$ cat src/rtl/bloom_pkg.sv
// ============================================================================
// bloom_pkg : notation codes, scan FSM states and packed peak field offsets
// Rev 1.0
// ============================================================================
`default_nettype none

package bloom_pkg;

    localparam logic [1:0] NOT_NORMAL  = 2'b00;
    localparam logic [1:0] NOT_STRONG  = 2'b01;
    localparam logic [1:0] NOT_BLOOM   = 2'b10;
    localparam logic [1:0] NOT_INVALID = 2'b11;

    typedef enum logic [1:0] {
        ST_IDLE = 2'd0,
        ST_FILL = 2'd1,
        ST_SCAN = 2'd2,
        ST_DONE = 2'd3
    } scan_state_t;

    // Each peak field is {signal, distance}; distance sits in the low bits.
    function automatic int peak_dist_lsb(input int idx, input int sig_w, input int dist_w);
        return idx * (sig_w + dist_w);
    endfunction

    function automatic int peak_sig_lsb(input int idx, input int sig_w, input int dist_w);
        return idx * (sig_w + dist_w) + dist_w;
    endfunction

endpackage

`default_nettype wire

$ cat src/rtl/bloom_point_classify.sv
// ============================================================================
// bloom_point_classify : unpacks one point and decides its 2-bit notation
// Rev 1.0
// ============================================================================
`default_nettype none

module bloom_point_classify
    import bloom_pkg::*;
#(
    parameter int                      SIGNAL_WIDTH = 18,
    parameter int                      DIST_WIDTH   = 14,
    parameter int                      NOT_WIDTH    = 2,
    parameter int                      PEAK_NUM     = 4,
    parameter int                      DATA_WIDTH   = (SIGNAL_WIDTH + DIST_WIDTH) * PEAK_NUM,
    parameter logic [SIGNAL_WIDTH-1:0] SAT_THRESH   = 18'h3FF00,
    parameter int                      DIST_TOL     = 4
) (
    input  logic [DATA_WIDTH-1:0] data,
    input  logic                  window_active,
    input  logic [DIST_WIDTH-1:0] strong_dist,
    output logic [NOT_WIDTH-1:0]  notation,
    output logic [DIST_WIDTH-1:0] new_strong_dist
);

    localparam logic [DIST_WIDTH:0] c_dist_tol = (DIST_WIDTH + 1)'(DIST_TOL);

    logic [SIGNAL_WIDTH-1:0] w_sig  [PEAK_NUM];
    logic [DIST_WIDTH-1:0]   w_dist [PEAK_NUM];
    logic [DIST_WIDTH:0]     w_diff [PEAK_NUM];

    logic [SIGNAL_WIDTH-1:0] w_best_sig;
    logic [DIST_WIDTH-1:0]   w_best_dist;
    logic                    w_any_sig;
    logic                    w_near;

    // One extra bit keeps the absolute distance difference from wrapping.
    for (genvar g = 0; g < PEAK_NUM; g++) begin : g_unpack
        assign w_sig[g]  = data[peak_sig_lsb(g, SIGNAL_WIDTH, DIST_WIDTH) +: SIGNAL_WIDTH];
        assign w_dist[g] = data[peak_dist_lsb(g, SIGNAL_WIDTH, DIST_WIDTH) +: DIST_WIDTH];
        assign w_diff[g] = (w_dist[g] >= strong_dist)
                         ? ({1'b0, w_dist[g]} - {1'b0, strong_dist})
                         : ({1'b0, strong_dist} - {1'b0, w_dist[g]});
    end

    // Strict '>' keeps the lowest index on equal signals.
    always_comb begin
        w_best_sig  = w_sig[0];
        w_best_dist = w_dist[0];
        w_any_sig   = 1'b0;
        w_near      = 1'b0;
        for (int i = 0; i < PEAK_NUM; i++) begin
            if (w_sig[i] > w_best_sig) begin
                w_best_sig  = w_sig[i];
                w_best_dist = w_dist[i];
            end
            if (w_sig[i] != '0) begin
                w_any_sig = 1'b1;
                if (w_diff[i] <= c_dist_tol) begin
                    w_near = 1'b1;
                end
            end
        end
    end

    always_comb begin
        if (!w_any_sig) begin
            notation = NOT_WIDTH'(NOT_INVALID);
        end else if (w_best_sig >= SAT_THRESH) begin
            notation = NOT_WIDTH'(NOT_STRONG);
        end else if (window_active && w_near) begin
            notation = NOT_WIDTH'(NOT_BLOOM);
        end else begin
            notation = NOT_WIDTH'(NOT_NORMAL);
        end
    end

    assign new_strong_dist = w_best_dist;

endmodule

`default_nettype wire

$ cat src/rtl/bloom_scan_ctrl.sv
// ============================================================================
// bloom_scan_ctrl : sequences one pass over the point memory and writes back
//                   a notation per point; optional stats via BLOOM_SCAN_STATS_EN
// Rev 1.0
// ============================================================================
`default_nettype none

module bloom_scan_ctrl
    import bloom_pkg::*;
#(
    parameter int                      SIGNAL_WIDTH = 18,
    parameter int                      DIST_WIDTH   = 14,
    parameter int                      NOT_WIDTH    = 2,
    parameter int                      PEAK_NUM     = 4,
    parameter int                      DATA_WIDTH   = (SIGNAL_WIDTH + DIST_WIDTH) * PEAK_NUM,
    parameter int                      ADDR_WIDTH   = 5,
    parameter int                      MEM_LEN      = 30,
    parameter logic [SIGNAL_WIDTH-1:0] SAT_THRESH   = 18'h3FF00,
    parameter int                      DIST_TOL     = 4,
    parameter int                      BLOOM_WIN    = 3
) (
    input  logic                  clk,
    input  logic                  rst,
    input  logic                  start,
    input  logic [DATA_WIDTH-1:0] mem_data,
    output logic [ADDR_WIDTH-1:0] addr,
    output logic                  wr_en,
    output logic [NOT_WIDTH-1:0]  point_notation,
    output logic                  busy,
    output logic                  bloom_end
`ifdef BLOOM_SCAN_STATS_EN
    ,
    output logic [ADDR_WIDTH:0]   strong_cnt,
    output logic [ADDR_WIDTH:0]   bloom_cnt
`endif
);

    localparam int                  WIN_W       = (BLOOM_WIN < 1) ? 1 : $clog2(BLOOM_WIN + 1);
    localparam logic [ADDR_WIDTH-1:0] c_last_addr = ADDR_WIDTH'(MEM_LEN - 1);
    localparam logic [WIN_W-1:0]    c_win_load  = WIN_W'(BLOOM_WIN);

    scan_state_t            r_state;
    logic [ADDR_WIDTH-1:0]  r_rd_idx;
    logic [WIN_W-1:0]       r_window;
    logic [DIST_WIDTH-1:0]  r_strong_dist;

    logic [ADDR_WIDTH-1:0]  w_addr_next;
    logic [NOT_WIDTH-1:0]   w_class;
    logic [DIST_WIDTH-1:0]  w_new_strong_dist;
    logic                   w_is_strong;

    bloom_point_classify #(
        .SIGNAL_WIDTH (SIGNAL_WIDTH),
        .DIST_WIDTH   (DIST_WIDTH),
        .NOT_WIDTH    (NOT_WIDTH),
        .PEAK_NUM     (PEAK_NUM),
        .DATA_WIDTH   (DATA_WIDTH),
        .SAT_THRESH   (SAT_THRESH),
        .DIST_TOL     (DIST_TOL)
    ) u_classify (
        .data            (mem_data),
        .window_active   (r_window != '0),
        .strong_dist     (r_strong_dist),
        .notation        (w_class),
        .new_strong_dist (w_new_strong_dist)
    );

    assign w_addr_next    = (addr == c_last_addr) ? addr : addr + 1'b1;
    assign w_is_strong    = (w_class == NOT_WIDTH'(NOT_STRONG));
    assign point_notation = (r_state == ST_SCAN) ? w_class : '0;

    always_ff @(posedge clk) begin
        if (rst) begin
            r_state       <= ST_IDLE;
            addr          <= '0;
            r_rd_idx      <= '0;
            wr_en         <= 1'b0;
            busy          <= 1'b0;
            bloom_end     <= 1'b0;
            r_window      <= '0;
            r_strong_dist <= '0;
        end else begin
            case (r_state)
                ST_IDLE: begin
                    if (start) begin
                        r_state       <= ST_FILL;
                        addr          <= '0;
                        busy          <= 1'b1;
                        bloom_end     <= 1'b0;
                        r_window      <= '0;
                        r_strong_dist <= '0;
                    end
                end
                ST_FILL: begin
                    r_state  <= ST_SCAN;
                    addr     <= w_addr_next;
                    r_rd_idx <= addr;
                    wr_en    <= 1'b1;
                end
                ST_SCAN: begin
                    addr     <= w_addr_next;
                    r_rd_idx <= addr;
                    // A strong point reloads the window instead of decrementing it.
                    if (w_is_strong) begin
                        r_window      <= c_win_load;
                        r_strong_dist <= w_new_strong_dist;
                    end else if (r_window != '0) begin
                        r_window <= r_window - 1'b1;
                    end
                    if (r_rd_idx == c_last_addr) begin
                        r_state   <= ST_DONE;
                        wr_en     <= 1'b0;
                        busy      <= 1'b0;
                        bloom_end <= 1'b1;
                    end
                end
                ST_DONE: begin
                    r_state <= ST_IDLE;
                end
                default: begin
                    r_state <= ST_IDLE;
                end
            endcase
        end
    end

`ifdef BLOOM_SCAN_STATS_EN
    always_ff @(posedge clk) begin
        if (rst) begin
            strong_cnt <= '0;
            bloom_cnt  <= '0;
        end else if (r_state == ST_IDLE && start) begin
            strong_cnt <= '0;
            bloom_cnt  <= '0;
        end else if (r_state == ST_SCAN) begin
            if (w_is_strong) begin
                strong_cnt <= strong_cnt + 1'b1;
            end
            if (w_class == NOT_WIDTH'(NOT_BLOOM)) begin
                bloom_cnt <= bloom_cnt + 1'b1;
            end
        end
    end
`endif

endmodule

`default_nettype wire
$ cat config.mk
export PLATFORM = sky130hd
export DESIGN_NAME = bloom_scan_ctrl
export DESIGN_NICKNAME = d
export VERILOG_FILES = /design/src/rtl/bloom_pkg.sv /design/src/rtl/bloom_point_classify.sv /design/src/rtl/bloom_scan_ctrl.sv
export SDC_FILE = /design/constraint.sdc
export NUM_CORES = 1
export LEC_CHECK = 0
export CORE_MARGIN = 2
export CORE_UTILIZATION = 40
export CTS_CLUSTER_DIAMETER = 200
export CTS_CLUSTER_SIZE = 25
export DETAILED_ROUTE_END_ITERATION = 8
export GPL_TIMING_DRIVEN = 0
export PLACE_DENSITY = 0.67
export SETUP_SLACK_MARGIN = 0.15
export SLEW_MARGIN = 10
export SYNTH_ARGS = -nofsm -noshare
export SYNTH_HDL_FRONTEND = slang
export SYNTH_SLANG_ARGS = --single-unit
$ cat constraint.sdc
create_clock -name clk -period 9.3 [get_ports clk]
set_clock_uncertainty 0.05 [all_clocks]
set_input_delay 1.86 -clock clk [delete_from_list [all_inputs] [get_ports clk]]
set_output_delay 1.86 -clock clk [all_outputs]
set_load 0.01 [all_outputs]
==> key figures <==
Run status
  • Status: finished with violations
  • Violations in the final reports: setup timing

Synth
  • Syn avg cell area: ~7.2 um^2
  • Post-synthesis cell area: 9450 um^2
  • Main synth FF type: dfxtp_1
  • Portion of the post-synthesis area used by sequential elements: approximately 6.6%
  • Count of cell types in the netlist: 93
  • Ys Warns: 0
  • Net Count, Synth: around 1600
  • Share of async-settable or async-resettable flops after synthesis: 0%
  • Cell count after synthesis: between 1000 and 1500
  • Flop and latch count out of synthesis: 31
  • Number of flops mapped to enable cells by yosys: 0

Power
  • P_sw: roughly 530 uW
  • Switching power as a share of total power: about 45%
  • Part of the total power dissipated in sequential elements: between 10% and 20%
  • Part of the total power dissipated in the clock network: 16.6%
  • Static leakage: 5.47 nW
  • Largest vdd supply drop: around 87 uV
  • Power per Cell Area: a little under 100 nW/um^2
  • Internal: approximately 650 uW
  • Part of the power in combinational logic: between 60% and 70%

Placement
  • Dpl hpwl: 28600 um
  • Cell area reported after detailed placement: between 10000 and 15000 um^2
  • Pre-CTS setup slack: -1.88 ns
  • Routability cong.: about 0.97
  • Input/output buffers: about 140

Route
  • Post-DR vias/cell: between 5 and 6
  • Average routed wire per standard cell: 19.9 um
  • Detailed Routing Iterations Pass 1: 5
  • Antenna viol nets, final: 0
  • DR DRC count: 0
  • Total Wirelength: 36000 um
  • Starting DRC count in detailed routing: about 800
  • Routed via count: 10800

Clock tree
  • Cell at the root of the clock tree: clkbuf_16
  • Number of buffers on the longest clock path: 2
  • Number of clock sinks: 31
  • Post-CTS Hold Fix Bufs: 0
  • CTS clk-pin slew, worst paths: approximately 0.060 ns
  • CTS tree: yes
  • Number of buffers created by CTS: 5
  • Latest clock arrival within the worst-skew pair: ~0.29 ns
  • Total number of H-tree levels: 2

Timing
  • Count of pins over their slew limit: 0
  • Final critical path time including I/O delays and setup: between 9 and 10 ns
  • Post-route worst setup slack: -0.500 ns
  • Setup-failing EPs final: 2
  • Timing-limited maximum frequency: 0.102 GHz
  • Actual slew at the worst max-slew pin: 1.14 ns
  • Final-report hold violation count: 0
  • Worst slew margin relative to its limit: a little under a quarter
  • Setup repair after global routing missed its margin: yes
  • Post-route clock period utilization: 105%

Critical path
  • Critical Path Fanout Max: 6
  • Delay contributed by the slowest stage of the critical path: about 0.34 ns
  • Startpoint types: input port
  • Slowest CP cell: nor4_4
  • WS Path Type: input port to output port
  • Worst path most repeated cell: o21a_1
  • Capturing element type of the critical path: output port
  • Data required time at the worst endpoint: roughly 7.4 ns
  • CP arrival: 7.89 ns

Floorplan
  • Number of cell rows: 56
  • Area enclosed by the die boundary: ~25000 um^2
  • Initial Util: approximately 41%
  • Horizontal die dimension: around 160 um
  • Core box area: approximately 23000 um^2
  • Number of I/O pins: 141
  • Chip Height: 158 um

Global routing
  • Global Route met1 Usage: a little under two fifths
  • Vias in the first global route: ~10000
  • Met3 Resource Use GR: under 10%
  • First-pass GRT wire length: ~56000 um
  • Pin count of the biggest net entering global routing: 11
  • GR Layer Usage met2: between 40% and 50%
  • Busiest layer in global routing: met2
  • Total global-route track usage: between 20% and 30%
  • Total congestion overflow: 0
  • Antenna violations before repair: 3

Finish
  • Area added between synthesis and finish: 30.4%
  • Area of all placed cells without fillers: 12300 um^2
  • Proportion of layout cells with a drive suffix above 1: approximately 16%
  • Final layout net count: roughly 1800

Hold path
  • Worst hold-check path type: register to register

Run
  • Number of maximum-capacitance constraint violations: 0
[stage by stage]
step	power [mW]	TNS [ns]	util (%)	cells	hold WS, ns
after global placement	0.876	-5.57	48.5	1766	0.417
after global routing	1.27	-1.57	52.8	1815	0.470
after detailed placement	0.882	-5.83	48.5	1766	0.430
final	1.18	-0.972	52.8	1815	0.439
after floorplan	0.659	0	-	1308	0.400
after CTS	1.14	-0.673	52.0	1803	0.443
[final timing paths]
path,slack [ns],to,depth (start not counted),from
min reg2reg,0.44,r_rd_idx[4],2,r_rd_idx[4]
max reg2reg,6.86,addr[0],7,r_state[0]
min,0.44,r_rd_idx[4],2,r_rd_idx[4]
max,-0.50,point_notation[1],35,mem_data[25]
[layout by cell type, fill, tap and decap left out, types with 12 or more instances in the layout]
master | synthesis | final
a211oi_1 | 19 | 18
a21o_1 | 47 | 47
a21oi_1 | 134 | 129
a31oi_1 | 12 | 12
buf_2 | 13 | 21
buf_4 | 7 | 47
buf_6 | 2 | 14
clkbuf_1 | 26 | 24
clkdlybuf4s50_1 | 0 | 102
dfxtp_1 | 31 | 31
ha_1 | 171 | 151
ha_4 | 0 | 20
inv_1 | 145 | 129
mux2_2 | 24 | 23
mux2i_1 | 46 | 36
nand2_1 | 59 | 58
nand3_1 | 54 | 52
nand4_1 | 30 | 30
nor2_1 | 102 | 102
nor2b_1 | 19 | 18
nor3_1 | 26 | 24
nor4_1 | 28 | 27
o211ai_1 | 15 | 15
o21ai_0 | 67 | 65
xnor2_1 | 17 | 17
[power by group through the flow]
stage	clock network, mW	logic, mW	registers (mW)
after CTS	0.197	0.783	0.162
after detailed placement	0	0.717	0.164
after floorplan	0	0.497	0.162
after global routing	0.202	0.908	0.163
final	0.197	0.825	0.162
after global placement	0	0.712	0.164
[registers in the layout, summed over array words and instances (netlist names)]
name	flops
r_state	2
r_window	2
addr	5
busy	1
bloom_end	1
r_rd_idx	5
wr_en	1
r_strong_dist	14
[critical path, delay by kind of cell]
kind	cells	cell delay, ns
compound gates	16	2.78
simple gates	6	1.03
buf+inv	8	0.93
fa+ha+maj	3	0.70
mux	2	0.58
[cell families after synthesis]
logic type	after synthesis	share of synthesized area (%)
xor gates and xnor gates	27	2.50
adders and majority gates	171	22.6
AOI/OAI and AO/OA	416	29.8
DFF	31	6.56
muxes	72	8.01
buffers and inverters	196	8.40
and+or+nand+nor	395	22.0
[synthesized netlist by cell type (28+ instances only)]
cell / count / share of area (%)
dfxtp_1: 31 / 6.6
nor2_1: 102 / 4.0
nand2_1: 59 / 2.3
a21o_1: 47 / 3.7
nand3_1: 54 / 2.9
a21oi_1: 134 / 7.1
ha_1: 171 / 23
nand4_1: 30 / 2.0
nor4_1: 28 / 1.9
o21ai_0: 67 / 3.5
mux2i_1: 46 / 4.9
inv_1: 145 / 5.8
[routing by layer]
layer | vias up | share of wire (%)
met5 | - | 0
met4 | 0 | 4.5
met3 | 107 | 7.0
met2 | 458 | 45
met1 | 5024 | 43
li1 | 5204 | -
[layout make-up]
| class | count | area, um^2 |
|---|---|---|
| Antenna cell | 3 | 7.51 |
| Fill cell | 2254 | 11000 |
| Clock inverter | 2 | 35.0 |
| Timing Repair Buffer | 177 | 1730 |
| Tap cell | 319 | 399 |
| Sequential cell | 31 | 621 |
| Clock buffer | 6 | 139 |
| Buffer | 51 | 283 |
| Inverter | 145 | 559 |
| Multi-Input combinational cell | 1081 | 8560 |
[repair_timing]
| item | 4_1_cts | 5_1_grt |
|---|---|---|
| cloned | 2 | 0 |
| setup endpoints to repair | 9 | 2 |
| pin swaps | 35 | 19 |
| setup buffers | 27 | 9 |
| resized for setup | 262 | 24 |
(Power assumes the default switching activity.)
